**src/rtl/pe_pkg.sv**
```systemverilog
// pe_pkg
// Shared constants and helpers for the bit-brick multiplier slice.
// An 8-bit operand is split into BRICK_CNT bricks of BRICK_W bits.
// Each brick pair gives one partial product. Product k (k = BRICK_CNT*i + j)
// is PROD_BASE_W + BRICK_W*(i+j) bits wide, which matches the adder-tree input.
package pe_pkg;

  localparam int BRICK_W     = 2;
  localparam int BRICK_CNT   = 4;
  localparam int PROD_BASE_W = 9;
  localparam int OPND_W      = BRICK_W * BRICK_CNT;
  localparam int PROD_CNT    = BRICK_CNT * BRICK_CNT;

  // Operand pair held in stage 1; the strategy flag travels with its pair
  typedef struct packed {
    logic [OPND_W-1:0] act;
    logic [OPND_W-1:0] wgt;
    logic              strategy_en;
  } operand_pair_t;

  // Width of partial product k, where k = BRICK_CNT*i + j
  function automatic int prod_width(input int k);
    return PROD_BASE_W + BRICK_W * ((k / BRICK_CNT) + (k % BRICK_CNT));
  endfunction

endpackage

```
**src/rtl/pe_brick_cell.sv**
```systemverilog
// pe_brick_cell
// Multiplies one activation brick (index I) by one weight brick (index J).
// The result is shifted to its binary weight and sign-extended to the
// adder-tree width for that product.
// Ports:
//   act_brick  in   BRICK_W bits   activation brick I
//   wgt_brick  in   BRICK_W bits   weight brick J
//   prod       out  prod_width(4I+J) bits, signed partial product
module pe_brick_cell
  import pe_pkg::*;
#(
  parameter int I = 0,
  parameter int J = 0
) (
  input  logic [BRICK_W-1:0]                          act_brick,
  input  logic [BRICK_W-1:0]                          wgt_brick,
  output logic signed [prod_width(BRICK_CNT*I+J)-1:0] prod
);

  localparam int W     = prod_width(BRICK_CNT*I + J);
  localparam int SHIFT = BRICK_W * (I + J);
  localparam int RAW_W = 2 * (BRICK_W + 1);

  logic signed [BRICK_W:0]   act_ext;
  logic signed [BRICK_W:0]   wgt_ext;
  logic signed [RAW_W-1:0]   raw;
  logic signed [W-1:0]       raw_ext;

  // Only the most significant brick carries the operand sign; lower bricks
  // are plain magnitudes, so they get a zero sign bit.
  assign act_ext = (I == BRICK_CNT-1) ? {act_brick[BRICK_W-1], act_brick} : {1'b0, act_brick};
  assign wgt_ext = (J == BRICK_CNT-1) ? {wgt_brick[BRICK_W-1], wgt_brick} : {1'b0, wgt_brick};

  assign raw     = act_ext * wgt_ext;
  assign raw_ext = {{(W-RAW_W){raw[RAW_W-1]}}, raw};

  // The output is sized so the shifted value can never overflow
  assign prod    = raw_ext <<< SHIFT;

endmodule

```
**src/rtl/pe_brick_mult.sv**
```systemverilog
// pe_brick_mult
// Bit-brick partial-product generator in front of the PE adder tree.
// It accepts one signed 8-bit activation/weight pair per handshake and emits
// 16 shifted brick products. Together those products sum to act * wgt.
// The block has a two-stage valid/ready pipeline: stage 1 holds the operands,
// and stage 2 holds the products.
// Ports:
//   i_clk, i_rst           clock, asynchronous active-high reset
//   i_valid / o_ready      operand-side handshake
//   i_act, i_wgt           signed 8-bit operands
//   i_strategy_en          flag carried alongside the pair
//   o_valid / i_ready      product-side handshake
//   o_strategy_en          flag aligned with the products
//   o_prod_0..o_prod_15    signed partial products, 9..21 bits
//   o_zero_cnt             saturating count of zero products handed off
//                          (only when PE_BRICK_STATS_EN is defined)
// Optional feature macro: PE_BRICK_STATS_EN
module pe_brick_mult
  import pe_pkg::*;
(
  input  logic                             i_clk,
  input  logic                             i_rst,
  input  logic                             i_valid,
  output logic                             o_ready,
  input  logic [OPND_W-1:0]                i_act,
  input  logic [OPND_W-1:0]                i_wgt,
  input  logic                             i_strategy_en,
  output logic                             o_valid,
  input  logic                             i_ready,
  output logic                             o_strategy_en,
  output logic signed [prod_width(0)-1:0]  o_prod_0,
  output logic signed [prod_width(1)-1:0]  o_prod_1,
  output logic signed [prod_width(2)-1:0]  o_prod_2,
  output logic signed [prod_width(3)-1:0]  o_prod_3,
  output logic signed [prod_width(4)-1:0]  o_prod_4,
  output logic signed [prod_width(5)-1:0]  o_prod_5,
  output logic signed [prod_width(6)-1:0]  o_prod_6,
  output logic signed [prod_width(7)-1:0]  o_prod_7,
  output logic signed [prod_width(8)-1:0]  o_prod_8,
  output logic signed [prod_width(9)-1:0]  o_prod_9,
  output logic signed [prod_width(10)-1:0] o_prod_10,
  output logic signed [prod_width(11)-1:0] o_prod_11,
  output logic signed [prod_width(12)-1:0] o_prod_12,
  output logic signed [prod_width(13)-1:0] o_prod_13,
  output logic signed [prod_width(14)-1:0] o_prod_14,
  output logic signed [prod_width(15)-1:0] o_prod_15
`ifdef PE_BRICK_STATS_EN
  ,
  output logic [15:0]                      o_zero_cnt
`endif
);

  logic          s1_v;
  logic          s2_v;
  logic          s1_load;
  logic          s2_load;
  operand_pair_t s1_q;
  logic          s2_strategy_en;

`ifdef PE_BRICK_STATS_EN
  logic [PROD_CNT-1:0] prod_zero;
`endif

  // Stage 2 takes a new pair when it is empty or being drained this cycle.
  // Stage 1 can accept whenever its content moves on in the same cycle, so
  // back-to-back pairs flow at one per clock.
  assign s2_load = s1_v && (!s2_v || i_ready);
  assign o_ready = !s1_v || s2_load;
  assign s1_load = i_valid && o_ready;

  // Valid bits: a load sets a stage; draining without a refill clears it
  always_ff @(posedge i_clk or posedge i_rst) begin
    if (i_rst) begin
      s1_v <= 1'b0;
      s2_v <= 1'b0;
    end else begin
      if (s1_load)      s1_v <= 1'b1;
      else if (s2_load) s1_v <= 1'b0;
      if (s2_load)      s2_v <= 1'b1;
      else if (i_ready) s2_v <= 1'b0;
    end
  end

  // Stage 1 operand register
  always_ff @(posedge i_clk or posedge i_rst) begin
    if (i_rst) begin
      s1_q <= '0;
    end else if (s1_load) begin
      s1_q <= '{act: i_act, wgt: i_wgt, strategy_en: i_strategy_en};
    end
  end

  // The stage-2 flag is copied from stage 1, so it always belongs to the
  // same pair as the products next to it
  always_ff @(posedge i_clk or posedge i_rst) begin
    if (i_rst) begin
      s2_strategy_en <= 1'b0;
    end else if (s2_load) begin
      s2_strategy_en <= s1_q.strategy_en;
    end
  end

  // One cell and one exact-width stage-2 register per brick pair
  for (genvar i = 0; i < BRICK_CNT; i++) begin : g_act
    for (genvar j = 0; j < BRICK_CNT; j++) begin : g_wgt
      localparam int K = BRICK_CNT*i + j;
      logic signed [prod_width(K)-1:0] cell_prod;
      logic signed [prod_width(K)-1:0] prod_q;

      pe_brick_cell #(.I(i), .J(j)) u_cell (
        .act_brick (s1_q.act[BRICK_W*i +: BRICK_W]),
        .wgt_brick (s1_q.wgt[BRICK_W*j +: BRICK_W]),
        .prod      (cell_prod)
      );

      always_ff @(posedge i_clk or posedge i_rst) begin
        if (i_rst) begin
          prod_q <= '0;
        end else if (s2_load) begin
          prod_q <= cell_prod;
        end
      end

`ifdef PE_BRICK_STATS_EN
      assign prod_zero[K] = (prod_q == '0);
`endif
    end
  end

  assign o_valid       = s2_v;
  assign o_strategy_en = s2_strategy_en;
  assign o_prod_0      = g_act[0].g_wgt[0].prod_q;
  assign o_prod_1      = g_act[0].g_wgt[1].prod_q;
  assign o_prod_2      = g_act[0].g_wgt[2].prod_q;
  assign o_prod_3      = g_act[0].g_wgt[3].prod_q;
  assign o_prod_4      = g_act[1].g_wgt[0].prod_q;
  assign o_prod_5      = g_act[1].g_wgt[1].prod_q;
  assign o_prod_6      = g_act[1].g_wgt[2].prod_q;
  assign o_prod_7      = g_act[1].g_wgt[3].prod_q;
  assign o_prod_8      = g_act[2].g_wgt[0].prod_q;
  assign o_prod_9      = g_act[2].g_wgt[1].prod_q;
  assign o_prod_10     = g_act[2].g_wgt[2].prod_q;
  assign o_prod_11     = g_act[2].g_wgt[3].prod_q;
  assign o_prod_12     = g_act[3].g_wgt[0].prod_q;
  assign o_prod_13     = g_act[3].g_wgt[1].prod_q;
  assign o_prod_14     = g_act[3].g_wgt[2].prod_q;
  assign o_prod_15     = g_act[3].g_wgt[3].prod_q;

`ifdef PE_BRICK_STATS_EN
  logic [4:0]  zero_num;
  logic [16:0] zero_sum;

  // Number of zero products currently in stage 2 (0..16)
  always_comb begin
    zero_num = '0;
    for (int k = 0; k < PROD_CNT; k++) begin
      zero_num = zero_num + {4'd0, prod_zero[k]};
    end
  end

  assign zero_sum = {1'b0, o_zero_cnt} + {12'd0, zero_num};

  // Accumulate on each output handshake and stick at all-ones once full
  always_ff @(posedge i_clk or posedge i_rst) begin
    if (i_rst) begin
      o_zero_cnt <= '0;
    end else if (s2_v && i_ready) begin
      o_zero_cnt <= zero_sum[16] ? 16'hFFFF : zero_sum[15:0];
    end
  end
`endif

endmodule

```
**config.mk**
```make
export PLATFORM = sky130hd
export DESIGN_NAME = pe_brick_mult
export DESIGN_NICKNAME = d
export VERILOG_FILES = /design/src/rtl/pe_pkg.sv /design/src/rtl/pe_brick_cell.sv /design/src/rtl/pe_brick_mult.sv
export SDC_FILE = /design/constraint.sdc
export NUM_CORES = 1
export LEC_CHECK = 0
export BUFFER_PORTS_ARGS = -buffer_cell sky130_fd_sc_hd__clkbuf_2
export CELL_PAD_IN_SITES_DETAIL_PLACEMENT = 0
export CELL_PAD_IN_SITES_GLOBAL_PLACEMENT = 2
export CORE_MARGIN = 1.5
export CORE_UTILIZATION = 30
export CTS_BUF_LIST = sky130_fd_sc_hd__clkbuf_8
export CTS_CLUSTER_DIAMETER = 200
export DETAILED_ROUTE_END_ITERATION = 7
export GPL_TIMING_DRIVEN = 0
export PLACE_DENSITY = 0.81
export SYNTH_ARGS = -nofsm -noshare
export SYNTH_HDL_FRONTEND = slang
export SYNTH_SLANG_ARGS = --single-unit
```
**constraint.sdc**
```tcl
create_clock -name i_clk -period 3.9 [get_ports i_clk]
set_input_delay 0.78 -clock i_clk [delete_from_list [all_inputs] [get_ports i_clk]]
set_output_delay 0.78 -clock i_clk [all_outputs]
set_load 0.03 [all_outputs]
```
# Yosys cells after proc, flatten, opt, wreduce, memory -nomap -nowiden
# Index checks and enable logic that the tools add are counted.
# op_classes
multipliers	16
muxes	4
reduce_logical	8
# op_table
operator	count
multiplier 2 x 2 -> 4 bit	10
multiplier 2 x 3 -> 5 bit	3
multiplier 3 x 2 -> 5 bit	3
two-way mux 1 bit	4
nonzero test 2 bit	2
logical AND 1 bit	2
logical NOT 1 bit	2
logical OR 1 bit	2
# totals
output_inout_bits	243
word_cells	50
reg_bits	90

# Depth between registers and ports, before layout
# depth
word_depth	6
mapped_depth	8

# Modules after synthesis
# Synthesis repeated with hierarchy kept, for this count alone.
# unflattened
cells_unflattened	871
area_unflattened_um2	12843.6
# modules_own_cells
module	instances	seq_area_each_um2	cells_each	area_per_inst_um2
pe_brick_mult	1	6506.2	552	10447.5
pe_brick_cell (g_act[2].g_wgt[3].u_cell ...)	2	0.0	27	197.7
pe_brick_cell (g_act[1].g_wgt[3].u_cell ...)	2	0.0	25	182.7
pe_brick_cell (g_act[0].g_wgt[2].u_cell ...)	3	0.0	16	121.4
pe_brick_cell (g_act[0].g_wgt[3].u_cell ...)	2	0.0	23	167.7
pe_brick_cell (g_act[1].g_wgt[2].u_cell ...)	2	0.0	18	136.4
pe_brick_cell (g_act[0].g_wgt[1].u_cell ...)	2	0.0	14	106.4
pe_brick_cell (g_act[3].g_wgt[3].u_cell)	1	0.0	25	207.7
pe_brick_cell (g_act[2].g_wgt[2].u_cell)	1	0.0	20	151.4
pe_brick_cell (g_act[0].g_wgt[0].u_cell)	1	0.0	12	91.3

# Worst setup path before layout
# No wires, ideal clock.
# synth_timing
path_type	input to register
from	input port i_ready
to	register s1_q[10] in the netlist's numbering
arrival_ps	1958
slack_ps	1818
setup_time_ps	125
n_path_buf	1
path_stages	4
cell_sequence	nand3b_1 -> nand2_2 -> buf_4 -> mux2_2
# synth_via
elab_chain_len	4
# synth_lines
element	line	rtl
start: declaration	pe_brick_mult.sv:29	input logic i_ready,
logical OR 1 bit	pe_brick_mult.sv:67	assign s2_load = s1_v && (!s2_v || i_ready);
logical AND 1 bit	pe_brick_mult.sv:67	
logical OR 1 bit	pe_brick_mult.sv:68	assign o_ready = !s1_v || s2_load;
logical AND 1 bit	pe_brick_mult.sv:69	assign s1_load = i_valid && o_ready;
end signal: assignment	pe_brick_mult.sv:89	s1_q <= '{act: i_act, wgt: i_wgt, strategy_en: i_strategy_en};
end: declaration	pe_brick_mult.sv:57	operand_pair_t s1_q;
# No other way between the ends.
# A chain may end at the register's enable or synchronous reset.

# Worst setup path after layout
# layout_timing
from	register s1_q[3] in the netlist's numbering
to	register g_act[3].g_wgt[1].prod_q[11], in the netlist o_prod_13[11]
# layout_via
elab_chain_len	1
# layout_lines
element	line	rtl
multiplier 2 x 3 -> 5 bit	pe_brick_cell.sv:34	assign raw = act_ext * wgt_ext;
end signal: assignment	pe_brick_mult.sv:120	prod_q <= cell_prod;
end: declaration	pe_brick_mult.sv:108	logic signed [prod_width(K)-1:0] prod_q;
# No other way between the ends.

==> impl_metrics.env <==
export IMPL_synth_async_reset_ratio_pct=100.0
export IMPL_die_h_um=143.0
export IMPL_place_hpwl_um=9613
export IMPL_finish_net_count=838
export IMPL_cpMostUsedCell="ha_1"
export IMPL_drtIter0Drc=77
export IMPL_ys_flop_type="dfrtp_1"
export IMPL_clockRootBuffer="clkbuf_8"
export IMPL_rows=51
export IMPL_syn_area_um2=5876
export IMPL_grt_pass1_vias=3385
export IMPL_ir_drop_mv=0.2171
export IMPL_fill_cells=1967
export IMPL_numCtsBuffers=9
export IMPL_postCtsSetupRepairBufs=0
export IMPL_syn_avg_cell_area_um2=11.63
export IMPL_htreeDepth=3
export IMPL_ys_top_cells_by_area="dfrtp_1 38%, buf_4 22%, mux2_4 12%"
export IMPL_finalSetupViolations=0
export IMPL_ctsLongestPathBuffers=2
export IMPL_clock_latency_ps=370
export IMPL_routed_wl_um=12590
export IMPL_rsz0062_at_grt="false"
export IMPL_final_cell_area_um2=7590
export IMPL_path_cells="clkbuf_1, nor2_1, fa_1, ha_1, inv_1, ha_1, a21oi_1"
export IMPL_layout_commonest_cell="buf_4"
export IMPL_antenna_found_initial=0
export IMPL_fin_crit_sh_pct=53.88
export IMPL_cts_sinks=90
export IMPL_synthCells=505
export IMPL_yosysSeqAreaShare_pct=38.33
export IMPL_fp_dieW_um=143.0
export IMPL_period_needed_ps=2101
export IMPL_synth_top_cell_by_area="dfrtp_1"
export IMPL_grt_overflow=0
export IMPL_regArea_um2=2252
export IMPL_synth_top_area_share_pct=38.33
export IMPL_final_cell_mix="172 x buf_4, 141 x conb_1, 122 x clkbuf_2, 90 x dfrtp_1, 47 x mux2_4"
export IMPL_cts_resized=0
export IMPL_vias_per_cell=3.527
export IMPL_ant_nets=0
export IMPL_numPortBuffers=122
export IMPL_worstSetupPathType="flip-flop to flip-flop"
export IMPL_num_vias=3700
export IMPL_ctsHoldBuffers=0
export IMPL_synth_edf_count=0
export IMPL_drt_pre_antenna_iters=4
export IMPL_area_growth_synth_to_final_pct=29.17
export IMPL_maxCapViolCount=0
export IMPL_multi_input_area_um2=2604
export IMPL_tightest_slew_ps=718.3
export IMPL_fin_skew_ps=12.74
export IMPL_path_clk_slew_ps=90
export IMPL_core_area_um2=19330
export IMPL_relSlewSlack_pct=52.11
export IMPL_cpPeakStageDelay_ps=550
export IMPL_fin_util_pct=39.25
export IMPL_finalHoldViolations=0
export IMPL_slowest_stage="clkbuf_1"
export IMPL_die_area_um2=20430
export IMPL_start_util_pct=30.39
export IMPL_synth_cell_types=24
export IMPL_cp_max_fo=9
export IMPL_cp_arrival_ps=2400
export IMPL_io_pin_count=264
export IMPL_wl_per_cell_um=12.00
export IMPL_hold_path_class="input port to async pin"
export IMPL_place_gp_congestion=0.6795
export IMPL_critPathLaunchType="flip-flop"
export IMPL_cts_tree="built"
export IMPL_worstRegToRegCells=7
export IMPL_worstPathRequired_ps=4200
export IMPL_drc=0
export IMPL_synth_seq_cells=90
export IMPL_p_per_area_nw_per_um2=556.1
export IMPL_ys_warn_count=0
export IMPL_grt_pass1_wl_um=18630
export IMPL_grt_max_degree=51
export IMPL_final_max_slew_viol_count=0
export IMPL_fmax_mhz=475.9
export IMPL_grt_total_usage_pct=12.29
export IMPL_dpl_cell_area_um2=7373
export IMPL_drive_gt1_share_pct=49.49
export IMPL_worstSetupEndpointType="flip-flop"
export IMPL_antenna_cells=0
export IMPL_leakage_nw=4.344
export IMPL_outcome="completed"
## power by group
| group | total, mW | internal (mW) | switching (mW) |
|---|---|---|---|
| Clock | 0.706 | 0.363 | 0.343 |
| Combinational | 2.12 | 0.830 | 1.29 |
| Sequential | 1.40 | 1.18 | 0.220 |
| Total | 4.22 | 2.37 | 1.85 |
## final cells by class
type / instances / area share, %
clock buffers: 13 / 2.357
flip-flops and latches: 90 / 29.67
repair buffers: 123 / 8.408
clock inverters: 3 / 0.4946
multi-input cells: 344 / 34.31
plain buffers: 185 / 19.07
inverters: 26 / 1.319
well taps: 265 / 4.369
## routing by layer
layer  track usage, %  part of all wire (%)  vias to the layer above
met5                0                     0                        -
met3            4.058                   7.2                        9
met1            15.48                    45                     1677
met4            3.418                  0.83                        0
met2            20.09                    47                      154
li1                 -                     -                     1860
## kinds of logic (layout without fill, tap and decap cells)
family | count (synthesis) | count (layout) | share of synthesized area, %
buf+inv | 211 | 350 | 26.30
flops | 90 | 90 | 38.33
mux | 83 | 83 | 18.55
simple gates | 69 | 69 | 6.601
fa+ha+maj | 38 | 38 | 8.986
compound gates | 12 | 12 | 1.022
other cells | 1 | 141 | 0.06382
xor+xnor | 1 | 1 | 0.1491
## synth_stat cells (all sizes together), types with 5 or more instances
cell type	count
buf	181
dfrtp	90
mux2	66
and2	34
ha	31
inv	26
nand2	18
mux2i	17
a21oi	12
fa	7
nor2b	7
nor2	5
## critical path, delay by kind of cell (launching register included)
kind	cells	cell delay [ps]
fa+ha+maj	3	840
buf+inv	2	610
simple gates	1	150
compound gates	1	120
flops	1	320
## per-stage QoR
step	setup WS, ps	hold WS (ps)	cells	setup TNS [ps]	power, mW
final	1799	444.5	1049	0	4.221
after global routing	1669	457.2	1049	0	4.481
after CTS	1764	435.7	1049	0	4.285
after detailed placement	1779	493.5	1033	0	3.560
after global placement	-492.1	485.9	1032	-43580	3.542
after floorplan	784.7	475.7	645	0	3.018
## sequential cells by signal, indices dropped and copies added (netlist names), 4 cells and up
name	cells
o_prod_3	5
o_prod_8	4
o_prod_12	5
o_prod_2	4
o_prod_6	4
s1_q	17
o_prod_1	4
o_prod_7	5
o_prod_9	4
o_prod_0	4
o_prod_4	4
o_prod_10	4
o_prod_11	5
o_prod_13	5
o_prod_14	5
o_prod_15	4
o_prod_5	4
## final timing paths
path                              start       endpoint  slack, ps
worst max-delay path            s1_q[3]  o_prod_13[11]       1800
worst min-delay path              i_rst  o_prod_12[10]        440
worst max register to register  s1_q[3]  o_prod_13[11]       1800
worst min register to register  s1_q[0]  o_strategy_en        510
max in group asynchronous         i_rst    o_prod_3[6]       2810
min in group i_clk              s1_q[0]  o_strategy_en        510
Note: power is estimated with default switching activity, not from simulation.
